$ cat src/rtl/ttt_turn_scheduler_if.sv
// Handshake and status bundle between the move sources and the tic-tac-toe turn scheduler.
// Latency: none, wires only.
// Backpressure: p_ready/c_ready gate which side's move request is observed.
interface ttt_turn_scheduler_if;
    logic              start;
    logic              p_valid;
    logic [3:0]        p_pos;
    logic              p_ready;
    logic              c_valid;
    logic [3:0]        c_pos;
    logic              c_ready;
    logic              move_err;
    logic [1:0]        err_code;
    logic [17:0]       board;
    logic [3:0]        move_cnt;
    logic              busy;
    logic              game_over;
    logic [1:0]        winner;
    logic              timeout_flag;

    // Move sources and game control drive the requests and observe status.
    modport master (
        output start, p_valid, p_pos, c_valid, c_pos,
        input  p_ready, c_ready, move_err, err_code, board, move_cnt,
               busy, game_over, winner, timeout_flag
    );

    // The scheduler consumes requests and owns all status.
    modport slave (
        input  start, p_valid, p_pos, c_valid, c_pos,
        output p_ready, c_ready, move_err, err_code, board, move_cnt,
               busy, game_over, winner, timeout_flag
    );
endinterface

$ cat src/rtl/ttt_turn_scheduler.sv
// Owns the 3x3 board, alternates turns between player (O) and computer (X), validates and commits moves, detects win/draw/timeout.
// Latency: accepted move visible after the accepting edge; win/draw or next side's ready one edge later (CHECK cycle).
// Backpressure: only the side holding the turn sees ready; the other side's valid is ignored without error.
module ttt_turn_scheduler #(
    parameter int unsigned TURN_TIMEOUT    = 0,
    parameter bit          ALTERNATE_FIRST = 1'b1
) (
    input  logic               clk,
    input  logic               rst_n,
    ttt_turn_scheduler_if.slave bus
);

    typedef enum logic [2:0] {
        IDLE   = 3'd0,
        P_TURN = 3'd1,
        C_TURN = 3'd2,
        CHECK  = 3'd3,
        OVER   = 3'd4
    } state_t;

    localparam logic [1:0] CODE_P = 2'b01;
    localparam logic [1:0] CODE_C = 2'b10;
    localparam logic [1:0] ERR_RANGE = 2'b01;
    localparam logic [1:0] ERR_OCCUPIED = 2'b10;

    // Timer only needs to reach TURN_TIMEOUT-1; keep at least one bit when disabled.
    localparam int TW = (TURN_TIMEOUT > 1) ? $clog2(TURN_TIMEOUT) : 1;
    localparam logic [TW-1:0] TIMER_LAST = (TURN_TIMEOUT > 0) ? TW'(TURN_TIMEOUT - 1) : '0;

    state_t          state;
    logic [8:0][1:0] cells;
    logic [3:0]      move_cnt;
    logic [TW-1:0]   timer;
    logic            first_c;     // 1: computer moves first in the next game
    logic            last_c;      // 1: the move under CHECK was the computer's
    logic            move_err;
    logic [1:0]      err_code;
    logic [1:0]      winner;
    logic            timeout_flag;

    logic            off_vld;
    logic [3:0]      off_pos;
    logic [1:0]      my_code;
    logic            pos_ok;
    logic [3:0]      cell_idx;
    logic            cell_free;
    logic            accept;
    logic [1:0]      last_code;

    // True when all three cells of any row, column or diagonal hold code c.
    function automatic logic has_line(input logic [8:0][1:0] b, input logic [1:0] c);
        has_line = (b[0] == c && b[1] == c && b[2] == c) ||
                   (b[3] == c && b[4] == c && b[5] == c) ||
                   (b[6] == c && b[7] == c && b[8] == c) ||
                   (b[0] == c && b[3] == c && b[6] == c) ||
                   (b[1] == c && b[4] == c && b[7] == c) ||
                   (b[2] == c && b[5] == c && b[8] == c) ||
                   (b[0] == c && b[4] == c && b[8] == c) ||
                   (b[2] == c && b[4] == c && b[6] == c);
    endfunction

    // Select the offer of whichever side holds the turn and classify it.
    always_comb begin
        off_vld   = 1'b0;
        off_pos   = bus.p_pos;
        my_code   = CODE_P;
        if (state == P_TURN) begin
            off_vld = bus.p_valid;
        end else if (state == C_TURN) begin
            off_vld = bus.c_valid;
            off_pos = bus.c_pos;
            my_code = CODE_C;
        end
        pos_ok    = (off_pos >= 4'd1) && (off_pos <= 4'd9);
        cell_idx  = pos_ok ? (off_pos - 4'd1) : 4'd0;
        cell_free = (cells[cell_idx] == 2'b00);
        accept    = off_vld && pos_ok && cell_free;
        last_code = last_c ? CODE_C : CODE_P;
    end

    // Game sequencer: turn handshake, commit, timeout and end-of-game evaluation.
    always_ff @(posedge clk or negedge rst_n) begin
        if (!rst_n) begin
            state        <= IDLE;
            cells        <= '0;
            move_cnt     <= '0;
            timer        <= '0;
            first_c      <= 1'b0;
            last_c       <= 1'b0;
            move_err     <= 1'b0;
            err_code     <= 2'b00;
            winner       <= 2'b00;
            timeout_flag <= 1'b0;
        end else begin
            move_err <= 1'b0;
            case (state)
                IDLE, OVER: begin
                    if (bus.start) begin
                        cells        <= '0;
                        move_cnt     <= '0;
                        winner       <= 2'b00;
                        timeout_flag <= 1'b0;
                        timer        <= '0;
                        state        <= first_c ? C_TURN : P_TURN;
                        if (ALTERNATE_FIRST) begin
                            first_c <= ~first_c;
                        end
                    end
                end
                P_TURN, C_TURN: begin
                    if (accept) begin
                        // A legal move wins over a timeout on the same edge.
                        cells[cell_idx] <= my_code;
                        move_cnt        <= move_cnt + 4'd1;
                        timer           <= '0;
                        last_c          <= (state == C_TURN);
                        state           <= CHECK;
                    end else begin
                        if (off_vld) begin
                            move_err <= 1'b1;
                            err_code <= pos_ok ? ERR_OCCUPIED : ERR_RANGE;
                        end
                        if ((TURN_TIMEOUT > 0) && (timer == TIMER_LAST)) begin
                            state        <= OVER;
                            timeout_flag <= 1'b1;
                            winner       <= (state == P_TURN) ? CODE_C : CODE_P;
                            timer        <= '0;
                        end else begin
                            timer <= timer + TW'(1);
                        end
                    end
                end
                CHECK: begin
                    if (has_line(cells, last_code)) begin
                        state  <= OVER;
                        winner <= last_code;
                    end else if (move_cnt == 4'd9) begin
                        state  <= OVER;
                        winner <= 2'b00;
                    end else begin
                        state <= last_c ? P_TURN : C_TURN;
                    end
                end
                default: state <= IDLE;
            endcase
        end
    end

    // Status is decoded straight from registered state, so it is glitch-free.
    assign bus.p_ready      = (state == P_TURN);
    assign bus.c_ready      = (state == C_TURN);
    assign bus.busy         = (state == P_TURN) || (state == C_TURN) || (state == CHECK);
    assign bus.game_over    = (state == OVER);
    assign bus.move_err     = move_err;
    assign bus.err_code     = err_code;
    assign bus.board        = cells;
    assign bus.move_cnt     = move_cnt;
    assign bus.winner       = winner;
    assign bus.timeout_flag = timeout_flag;

endmodule

$ cat src/flat_wrapper.sv
// flat-port wrapper written by rule: the top's interface ports become plain ports
module ttt_turn_scheduler_flat 
#(
    parameter int unsigned TURN_TIMEOUT    = 0,
    parameter bit          ALTERNATE_FIRST = 1'b1
)
  (clk, rst_n, bus_start, bus_p_valid, bus_p_pos, bus_c_valid, bus_c_pos, bus_p_ready, bus_c_ready, bus_move_err, bus_err_code, bus_board, bus_move_cnt, bus_busy, bus_game_over, bus_winner, bus_timeout_flag);
  ttt_turn_scheduler_if bus_i ();
  input  logic clk;
  input  logic rst_n;
  input wire logic [$bits(bus_i.start)-1:0] bus_start;
  input wire logic [$bits(bus_i.p_valid)-1:0] bus_p_valid;
  input wire logic [$bits(bus_i.p_pos)-1:0] bus_p_pos;
  input wire logic [$bits(bus_i.c_valid)-1:0] bus_c_valid;
  input wire logic [$bits(bus_i.c_pos)-1:0] bus_c_pos;
  output wire logic [$bits(bus_i.p_ready)-1:0] bus_p_ready;
  output wire logic [$bits(bus_i.c_ready)-1:0] bus_c_ready;
  output wire logic [$bits(bus_i.move_err)-1:0] bus_move_err;
  output wire logic [$bits(bus_i.err_code)-1:0] bus_err_code;
  output wire logic [$bits(bus_i.board)-1:0] bus_board;
  output wire logic [$bits(bus_i.move_cnt)-1:0] bus_move_cnt;
  output wire logic [$bits(bus_i.busy)-1:0] bus_busy;
  output wire logic [$bits(bus_i.game_over)-1:0] bus_game_over;
  output wire logic [$bits(bus_i.winner)-1:0] bus_winner;
  output wire logic [$bits(bus_i.timeout_flag)-1:0] bus_timeout_flag;
  assign bus_i.start = bus_start;
  assign bus_i.p_valid = bus_p_valid;
  assign bus_i.p_pos = bus_p_pos;
  assign bus_i.c_valid = bus_c_valid;
  assign bus_i.c_pos = bus_c_pos;
  assign bus_p_ready = bus_i.p_ready;
  assign bus_c_ready = bus_i.c_ready;
  assign bus_move_err = bus_i.move_err;
  assign bus_err_code = bus_i.err_code;
  assign bus_board = bus_i.board;
  assign bus_move_cnt = bus_i.move_cnt;
  assign bus_busy = bus_i.busy;
  assign bus_game_over = bus_i.game_over;
  assign bus_winner = bus_i.winner;
  assign bus_timeout_flag = bus_i.timeout_flag;
  ttt_turn_scheduler #(.TURN_TIMEOUT(TURN_TIMEOUT), .ALTERNATE_FIRST(ALTERNATE_FIRST)) u_core (.clk(clk), .rst_n(rst_n), .bus(bus_i));
endmodule
$ cat config.mk
export PLATFORM = sky130hd
export DESIGN_NAME = ttt_turn_scheduler_flat
export DESIGN_NICKNAME = d
export VERILOG_FILES = /design/src/rtl/ttt_turn_scheduler_if.sv /design/src/rtl/ttt_turn_scheduler.sv /design/src/flat_wrapper.sv
export SDC_FILE = /design/constraint.sdc
export NUM_CORES = 1
export LEC_CHECK = 0
export BUFFER_PORTS_ARGS = -buffer_cell sky130_fd_sc_hd__buf_2
export CORE_UTILIZATION = 55
export DETAILED_ROUTE_END_ITERATION = 6
export PLACE_DENSITY = 0.78
export SYNTH_ARGS = -nofsm -noshare
export SYNTH_HDL_FRONTEND = slang
export SYNTH_SLANG_ARGS = --single-unit
$ cat constraint.sdc
create_clock -name clk -period 3.04 [get_ports clk]
set_clock_uncertainty 0.1 [all_clocks]
set_input_delay 0 -clock clk [delete_from_list [all_inputs] [get_ports clk]]
set_output_delay 0 -clock clk [all_outputs]
set_load 0.01 [all_outputs]
==> results.md <==
- Final period util: 96.7%
- Syn Area/Cell: approximately 8.5 sq um
- PortBufs: 43
- CTS tree: built
- EDFF count, synth: 0
- Crit Path Max Fanout: 12
- Clock Path Buffers: 2
- Gr ovfl total: 0
- Multi-input gate area: 0.00125 sq mm
- Peak supply drop: between 0.0005 and 0.0006 V
- # setup viols final: 0
- Layout Nets: 309
- Largest net degree at the start of global routing: 33
- Worst Setup End Kind: register
- Vias/cell: between 6 and 7
- Post-synthesis sequential area ratio: 37.4%
- CP startpoint kind: register
- Rows: 22
- Final min period: 2940 ps
- Max_cap viols: 0
- Worst-Margin Slew: approximately 900 ps
- Clk sinks: 32
- Worst-path clk slew: 70 ps
- Cell family contributing the most delay on the critical path: compound AO/OA/AOI/OAI gates
- Ys Warns: 0
- CP max stage cell: dfrtp_1
- Yosys reg bits: 32
- Area leader, netlist: dfrtp_1
- Mapped Area: 0.00214 sq mm
- HPWL Detailed: roughly 4 mm
- Status: finished, final reports clean
- R2R depth: 7
- Fin. max-slew vios: 0
- Register Area: 801 sq um
- Main flop type after synthesis: dfrtp_1
- Syn_nets: 266
- Max Fclk: between 300 and 400 MHz
- Initial drt markers: 141
- Share of cells above drive strength 1: 23.7%
- Cells after synthesis: approximately 250
- Critical Path AT: ~3000 ps
- WL/cell: 17.0 microns
- Most frequent cells in the layout: 43 x buf_2, 42 x nand2_1, 32 x dfrtp_1
- Final hold viol count: 0
- Die Ht: between 60 and 70 microns
- # diodes: 0
- Worst-path cell chain: or3b_1 > buf_4 > a2111o_1 > o311a_1 > o21ai_2 > nand3_4 > o41ai_1
- Setup ws final: 99.8 ps
- DR vias: between 2000 and 2500
- Fillcell total: 320
- WHS Path Cells: 3
- ANT nets after route: 0
- Crit Path Class: register to register
- Final wirelength: about 5.8 mm
- Total CTS buffers: 5
- DRC: 0
- Synth cell types: 54
- Yosys top cell area share: around 37%
- Hold WC Path Type: input pin to register
- Initial antenna violation count: 0
- Die area: just over 0.004 sq mm
- First-pass DRT Iterations: 5
- I/O pin count: 45
- CTS root buffer: clkbuf_8
- Clk_lat worst skew: 290 ps
- Setup WS pre-CTS: 12.9 ps
- P_leak: 0.00122 uW
- Pwr Density: 750 mW/mm^2
- Final core occ: 68.6%
- Vias in the first global route: around 1900
- Area delta synth->final: 18.1%
- Fin Setup TNS: 0 ps
- Top cells by area, synth: dfrtp_1 37%, nand2_1 7.4%, mux2i_1 3.3%, nand2b_1 3.2%, o41ai_1 2.9%
- Die X: 64.4 microns
- Starting Density: between 50% and 60%
- Core Area: 0.00369 sq mm
- RSZ-0062 raised after global routing: no
- GPL Wtd Cong: 0.927
- Tot GR Track Use: 29.7%
- Stages on the worst setup path: 7
- Crit-path max cell delay: 470 ps
- Commonest non-fill, non-tap cell in the layout: buf_2
- Rel. slew slack: 39.7%
- Max H-tree Level: 2
- Asr flop ratio synth: 100%
- Buf/Inv on CP: 1
- Worst endpoint required time: between 3000 and 4000 ps
- First-pass GRT wire length: 9.36 mm
[metrics by stage]
stage	power [uW]	cells	cell area (sq um)	hold WS, ps
floorplan	1250	251	2140	-396
global placement	1500	331	2380	-12.9
detailed placement	1510	331	2380	-6.38
CTS	1860	342	2510	19.3
global route	2010	343	2530	46.7
finish	1900	343	2530	23.9
[worst min-delay path, stage by stage]
cell and delay [ps]:
buf_2 160, nand4_1 110, o21ai_0 90
[flip-flops by register name, indices dropped and copies added (netlist names)]
signal	count
u_core.bus.board	18
u_core.bus.move_cnt	4
u_core.bus.err_code	2
u_core.bus.move_err	1
u_core.bus.winner	2
u_core.first_c	1
u_core.state	3
u_core.last_c	1
[timing repair]
item,CTS,global route
endpoints found under the setup margin,2,2
buffers inserted,0,0
hold endpoints to repair,36,0
gates resized for setup,1,2
pin swaps,0,1
gates cloned,0,1
hold buffers,3,0
[report_power, final]
group | total (uW) | switching [uW] | internal (uW)
logic | 912 | 554 | 359
clock network | 344 | 163 | 181
registers | 642 | 126 | 517
total | 1900 | 843 | 1060
[path summary, 6_finish.rpt]
check                                                   start                                 end  slack, ps
max                               u_core.state[1]$_DFFE_PN0P_    u_core.bus.board[10]$_DFFE_PN0P_        100
min                                              bus_c_pos[3]    u_core.bus.board[17]$_DFFE_PN0P_         20
max reg2reg                       u_core.state[1]$_DFFE_PN0P_    u_core.bus.board[10]$_DFFE_PN0P_        100
min reg2reg                u_core.bus.err_code[0]$_DFFE_PN0P_  u_core.bus.err_code[0]$_DFFE_PN0P_        400
max in group asynchronous                               rst_n       u_core.bus.move_err$_DFF_PN0_       2180
min in group asynchronous                               rst_n    u_core.bus.winner[0]$_DFFE_PN0P_        190
[routing by layer]
metal / wire [microns] / part of all wire (%) / vias up / GRT usage, %
li1: - / - / 1007 / -
met1: 2500 / 43 / 1036 / 40.0
met2: 2730 / 47 / 115 / 47.0
met3: 450 / 7.7 / 15 / 5.81
met4: 161 / 2.8 / 0 / 11.9
met5: 0 / 0 / - / 0
[cells in the mapped netlist, types with 3 or more instances]
cell       n
nand4_1    3
nor4_1     3
nor3b_1    5
buf_2      4
and3b_1    3
o22ai_1    9
a21oi_1    8
a31oi_1    3
nor2b_1    4
and3_1     3
nand2b_1  11
mux2_2     4
inv_1     10
o31ai_1    8
nor2_1    15
mux2i_1    7
nand3b_1   8
o41ai_1    7
dfrtp_1   32
nand2_1   42
o21ai_0   11
clkbuf_1  10
[cell families (layout without fill, tap and decap cells)]
logic type / count (synthesis) / after routing / share of synthesized area (%)
adder cells (fa/ha/maj): 2 / 2 / 1.17
buffers and inverters: 27 / 70 / 5.49
AO/OA/AOI/OAI: 69 / 69 / 23.6
AND/OR/NAND/NOR: 108 / 109 / 26.4
flip-flops: 32 / 32 / 37.4
other: 1 / 1 / 0.175
XOR/XNOR: 1 / 1 / 0.409
multiplexers: 11 / 11 / 5.37
[cell type report]
cell class | count | area share (%)
Inverter | 11 | 1.63
Clock inverter | 2 | 0.395
Timing Repair Buffer | 51 | 11.2
Tap cell | 48 | 2.37
Sequential cell | 32 | 31.6
Multi-Input combinational cell | 193 | 49.5
Clock buffer | 6 | 3.26
(Power assumes the default switching activity.)
